File: src/rtl/muldiv_issue.sv
// RV32M issue/writeback controller: drives the muldiv handshake, stalls EX during divides,
// drains flushed divides and serves repeated identical divides from a one-entry result cache.
package muldiv_pkg;
    typedef enum logic [2:0] {
        MD_MUL    = 3'd0,
        MD_MULH   = 3'd1,
        MD_MULHSU = 3'd2,
        MD_MULHU  = 3'd3,
        MD_DIV    = 3'd4,
        MD_DIVU   = 3'd5,
        MD_REM    = 3'd6,
        MD_REMU   = 3'd7
    } md_op_e;
endpackage

module muldiv_issue
    import muldiv_pkg::*;
#(
    parameter bit FUSE_EN = 1'b1
) (
    input  logic        clk,
    input  logic        rst_n,
    input  logic        ex_valid,
    input  md_op_e      ex_op,
    input  logic [31:0] ex_rs1,
    input  logic [31:0] ex_rs2,
    input  logic [4:0]  ex_rd,
    input  logic        flush,
    output logic        ex_stall,
    output logic        md_start,
    output md_op_e      md_op,
    output logic [31:0] md_a,
    output logic [31:0] md_b,
    input  logic [31:0] md_result,
    input  logic        md_busy,
    input  logic        md_valid,
    output logic        wb_valid,
    output logic [4:0]  wb_rd,
    output logic [31:0] wb_data
);

    typedef enum logic [1:0] {S_IDLE, S_RUN, S_DRAIN} state_e;

    state_e      state_q;
    logic        wb_valid_q;
    logic [4:0]  wb_rd_q;
    logic [31:0] wb_data_q;

    md_op_e      op_q;
    logic [31:0] a_q;
    logic [31:0] b_q;
    logic [4:0]  rd_q;

    logic        c_vld_q;
    md_op_e      c_op_q;
    logic [31:0] c_a_q;
    logic [31:0] c_b_q;
    logic [31:0] c_res_q;

    logic go;
    logic is_div;
    logic hit;
    logic issue_div;
    logic run_done;

    // The controller keys purely on md_valid; busy is kept only for observability.
    logic unused_busy;
    assign unused_busy = md_busy;

    always_comb begin
        go        = ex_valid & ~flush;
        is_div    = ex_op inside {MD_DIV, MD_DIVU, MD_REM, MD_REMU};
        hit       = FUSE_EN && c_vld_q && (ex_op == c_op_q) &&
                    (ex_rs1 == c_a_q) && (ex_rs2 == c_b_q);
        issue_div = (state_q == S_IDLE) && go && is_div && !hit;
        run_done  = (state_q == S_RUN) && md_valid && !flush;

        ex_stall = 1'b0;
        md_start = 1'b0;
        md_op    = MD_MUL;
        md_a     = 32'd0;
        md_b     = 32'd0;
        if (rst_n) begin
            unique case (state_q)
                S_IDLE: begin
                    md_op    = ex_op;
                    md_a     = ex_rs1;
                    md_b     = ex_rs2;
                    md_start = go && !(is_div && hit);
                    ex_stall = issue_div;
                end
                S_RUN: begin
                    md_op    = op_q;
                    md_a     = a_q;
                    md_b     = b_q;
                    ex_stall = !md_valid;
                end
                S_DRAIN: begin
                    // A new M op waits for the orphaned divide and issues the cycle after.
                    md_op    = op_q;
                    md_a     = a_q;
                    md_b     = b_q;
                    ex_stall = ex_valid;
                end
                default: ;
            endcase
        end
    end

    always_ff @(posedge clk or negedge rst_n) begin
        if (!rst_n) begin
            state_q    <= S_IDLE;
            wb_valid_q <= 1'b0;
            wb_rd_q    <= 5'd0;
            wb_data_q  <= 32'd0;
            c_vld_q    <= 1'b0;
        end else begin
            wb_valid_q <= 1'b0;
            unique case (state_q)
                S_IDLE: begin
                    if (go) begin
                        if (!is_div) begin
                            if (md_valid) begin
                                wb_valid_q <= 1'b1;
                                wb_rd_q    <= ex_rd;
                                wb_data_q  <= md_result;
                            end
                        end else if (hit) begin
                            wb_valid_q <= 1'b1;
                            wb_rd_q    <= ex_rd;
                            wb_data_q  <= c_res_q;
                        end else begin
                            state_q <= S_RUN;
                        end
                    end
                end
                S_RUN: begin
                    if (md_valid) begin
                        state_q <= S_IDLE;
                        if (!flush) begin
                            wb_valid_q <= 1'b1;
                            wb_rd_q    <= rd_q;
                            wb_data_q  <= md_result;
                            c_vld_q    <= FUSE_EN;
                        end
                    end else if (flush) begin
                        state_q <= S_DRAIN;
                    end
                end
                S_DRAIN: begin
                    if (md_valid) begin
                        state_q <= S_IDLE;
                    end
                end
                default: state_q <= S_IDLE;
            endcase
        end
    end

    // Operand latches and cache payload carry no reset; c_vld_q qualifies the cache.
    always_ff @(posedge clk) begin
        if (issue_div) begin
            op_q <= ex_op;
            a_q  <= ex_rs1;
            b_q  <= ex_rs2;
            rd_q <= ex_rd;
        end
        if (run_done) begin
            c_op_q  <= op_q;
            c_a_q   <= a_q;
            c_b_q   <= b_q;
            c_res_q <= md_result;
        end
    end

    assign wb_valid = wb_valid_q;
    assign wb_rd    = wb_rd_q;
    assign wb_data  = wb_data_q;

endmodule

File: config.mk
export PLATFORM = sky130hd
export DESIGN_NAME = muldiv_issue
export DESIGN_NICKNAME = d
export VERILOG_FILES = /design/src/rtl/muldiv_issue.sv
export SDC_FILE = /design/constraint.sdc
export NUM_CORES = 1
export LEC_CHECK = 0
export BUFFER_PORTS_ARGS = -buffer_cell sky130_fd_sc_hd__buf_2
export CORE_ASPECT_RATIO = 0.7
export CORE_MARGIN = 2
export CORE_UTILIZATION = 39
export DETAILED_ROUTE_END_ITERATION = 6
export PLACE_DENSITY = 0.67
export SYNTH_ARGS = -nofsm -noshare
export SYNTH_HDL_FRONTEND = slang
export SYNTH_SLANG_ARGS = --single-unit
export TNS_END_PERCENT = 100
File: constraint.sdc
create_clock -name clk -period 5.5 [get_ports clk]
set_input_delay 0.825 -clock clk [delete_from_list [all_inputs] [get_ports clk]]
set_output_delay 0.825 -clock clk [all_outputs]
set_load 0.01 [all_outputs]
==> summary.txt <==
Final layout
  • Area growth from synthesis to layout: 20.2%
  • Multi-input logic area: between 0.003 and 0.004 sq mm
  • Filler Cells Inserted: 2230
  • Layout cell share with drive strength beyond 1: 31.9%
  • Commonest non-fill, non-tap cells in the layout: buf_2, edfxtp_1, nor2_1, a22oi_1, inv_1
  • Antenna cells: 0
  • FF/Latch Area: around 0.0062 sq mm
  • Final net count: 1044
  • Commonest non-fill, non-tap cell in the layout: buf_2

Synth
  • EDFF count, synth: 171
  • Post-synth top area cell: edfxtp_1
  • Sequential share of the synthesized area: between 60 and 70%
  • Mapped Cells: 722
  • Yosys top cell area share: between 50% and 60%
  • Ys async rst share: 19.3%
  • Yosys Warn Count: 0
  • Synth Cell Area: 0.00988 sq mm
  • Post-synthesis average cell area: 13.7 sq um
  • Area contributors post-synth: edfxtp_1, dfrtp_1, a22oi_1, a221oi_2, mux2i_1
  • Yosys cell types: 57
  • Syn_nets: between 800 and 900
  • Synth Flop Type: edfxtp_1
  • Synth Register Bits: 212

Setup path
  • Crit-path slowest cell: ha_2
  • Worst path cell trace: inv_1 -> ha_2 -> buf_4 -> a22oi_1 -> nor2_1 -> buf_2
  • Worst EP arrival: 3020 ps
  • R2R depth: 7
  • Worst path max stage delay: between 800 and 900 ps
  • CP Capture Type: primary output
  • Worst-path fanout max: 46
  • Setup Crit Path Kind: reg -> out
  • Critical Path Start: state_q[1]$_DFFE_PN0P_
  • WP data required: 4680 ps
  • R2r startpoint: state_q[1]$_DFFE_PN0P_
  • CP Launch Type: flop

Power
  • Pwr dens: 444 mW/mm^2
  • Leakage power: 4.61 nW
  • Maximum vdd drop: 0.262 mV

Detailed routing
  • Ratio of routed vias to standard cells: 5.41
  • First-pass detailed-route iteration total: 5
  • Antenna Nets Post-Route: 0
  • Initial drt markers: 498
  • # DRC: 0
  • WL final: ~26000 um
  • WL/cell: around 20 um
  • Via count: 6880

STA
  • Final Max Slew Viols: 0
  • Setup violators final: 0
  • Final Cycle Share: a little over two thirds
  • Max Clk Rate: between 200 and 300 MHz
  • Setup Skew: 18.1 ps
  • Least-Margin Pin Slew: between 1000 and 1500 ps
  • Setup TNS: 0 ps
  • Worst slew margin: 31.9%
  • Final setup margin: 1660 ps
  • Final hold violation count: 0
  • Minimum clock period: approximately 3800 ps
  • RSZ-0062 raised after global routing: false

Floorplanning
  • IO Pins: between 200 and 250
  • Initial core utilization: 39.9%
  • Die ar.: 0.0267 sq mm
  • Height of the die: 137 um
  • CORE AREA: around 0.025 sq mm
  • Die Width: 194 um
  • Core Rows: 48

Min path
  • Hold WC Path Type: in -> async

Clock tree
  • Clk buf depth: 3
  • Sink Count: 212
  • Setup Buffers After CTS: 0
  • CTS Root Cell: clkbuf_16
  • PostCTS Resize Cnt: 0
  • Worst skew pair latency: 510 ps
  • H-tree lvl count: 1
  • CTS buffer count: 22
  • Reg clk slew, reported paths: 60 ps
  • CTS tree: done
  • Hold_buf cts: 0

Placement
  • RD Place Congestion: 0.903
  • PortBufs: 215
  • Pre-CTS WS: 1700 ps
  • Detailed placement HPWL: 17600 um

Job
  • Max cap viols: 0

GRT
  • Gr usage total: 18.9%
  • Vias in the first global route: 6706
  • Grt ovf: 0
  • Initial antenna violation count: 0
  • First-pass GRT wire length: 39300 um
  • Largest net degree at the start of global routing: 71

Run status
  • Status: completed
==> critical path: cells and delay by family, from the launching register on <==
| family | cells | cell delay (ps) |
|---|---|---|
| compound gates | 1 | 170 |
| fa+ha+maj | 1 | 860 |
| buf+inv | 3 | 770 |
| flops | 1 | 430 |
| simple gates | 1 | 260 |
==> synthesized netlist by cell type, drive strengths merged (2+ instances only) <==
library cell and n:
nor3 2, a221oi 37, nand4 11, nand2 5
nor2b 20, nor4 15, o221ai 2, inv 55
ha 4, nand2b 14, xor2 29, a21oi 5
clkbuf 23, buf 18, nor2 74, o2111ai 6
o31ai 2, dfrtp 41, o2bb2ai 37, mux2i 37
xnor2 18, a22oi 66, or4 2, a21o 3
and2 2, and3 2, edfxtp 171, a2111oi 6
==> power by group <==
part           internal (mW)  leakage (nW)  switching (mW)
Sequential              1.99          2.10           0.142
Clock                  0.738         0.312           0.618
Combinational          0.693          2.20            1.09
==> path summary, 6_finish.rpt <==
| path | endpoint | slack, ps |
|---|---|---|
| worst max-delay path | md_b[12] | 1660 |
| worst min-delay path | wb_data[27]$_DFFE_PN0P_ | 440 |
| worst max register to register | b_q[8]$_DFFE_PP_ | 2110 |
| worst min register to register | c_a_q[21]$_DFFE_PP_ | 450 |
| max in group asynchronous | wb_data[9]$_DFFE_PN0P_ | 4610 |
| min in group clk | c_a_q[21]$_DFFE_PP_ | 450 |
==> final cells by class <==
cell class,count,share of cell area [%]
multi-input combinational,413,27.9
inverter,56,1.78
timing repair buffer,225,9.69
sequential,212,51.9
clock buffer,28,4.83
tap,325,3.42
clock inverter,12,0.527
==> state kept, by name, indices dropped and copies added (netlist names) <==
register and cells:
c_op_q 3, a_q 32, op_q 3, wb_data 32, c_vld_q 1, state_q 2
b_q 32, wb_valid 1, rd_q 5, c_a_q 32, c_b_q 32, c_res_q 32
wb_rd 5
==> metal layers <==
metal | vias to the layer above | part of all wire (%) | track usage [%]
met2 | 269 | 42 | 26.6
met3 | 28 | 6.8 | 3.38
met4 | 0 | 1.5 | 3.37
li1 | 3206 | - | -
met1 | 3377 | 50 | 30.4
met5 | - | 0 | 0
==> cell families after synthesis <==
| logic type | count (synthesis) | share of synthesized area, % |
|---|---|---|
| flip-flops | 212 | 62.3 |
| AO/OA/AOI/OAI | 172 | 16.3 |
| AND/OR/NAND/NOR | 153 | 8.55 |
| buffers and inverters | 97 | 4.38 |
| XOR/XNOR | 47 | 4.17 |
| multiplexers | 37 | 3.75 |
| adder cells (fa/ha/maj) | 4 | 0.506 |
==> metrics by stage <==
stage               hold WS [ps]  cells  utilization [%]  power (mW)  cell area, sq um
global route                 459   1271             48.0        5.57             11900
global placement             429   1231             45.4        3.92             11200
floorplan                    427    722                -        3.32              9880
CTS                          439   1271             48.0        5.33             11900
detailed placement           435   1231             45.4        3.95             11200
finish                       444   1271             48.0        5.27             11900
No activity file was read; power rests on OpenSTA's default activity.
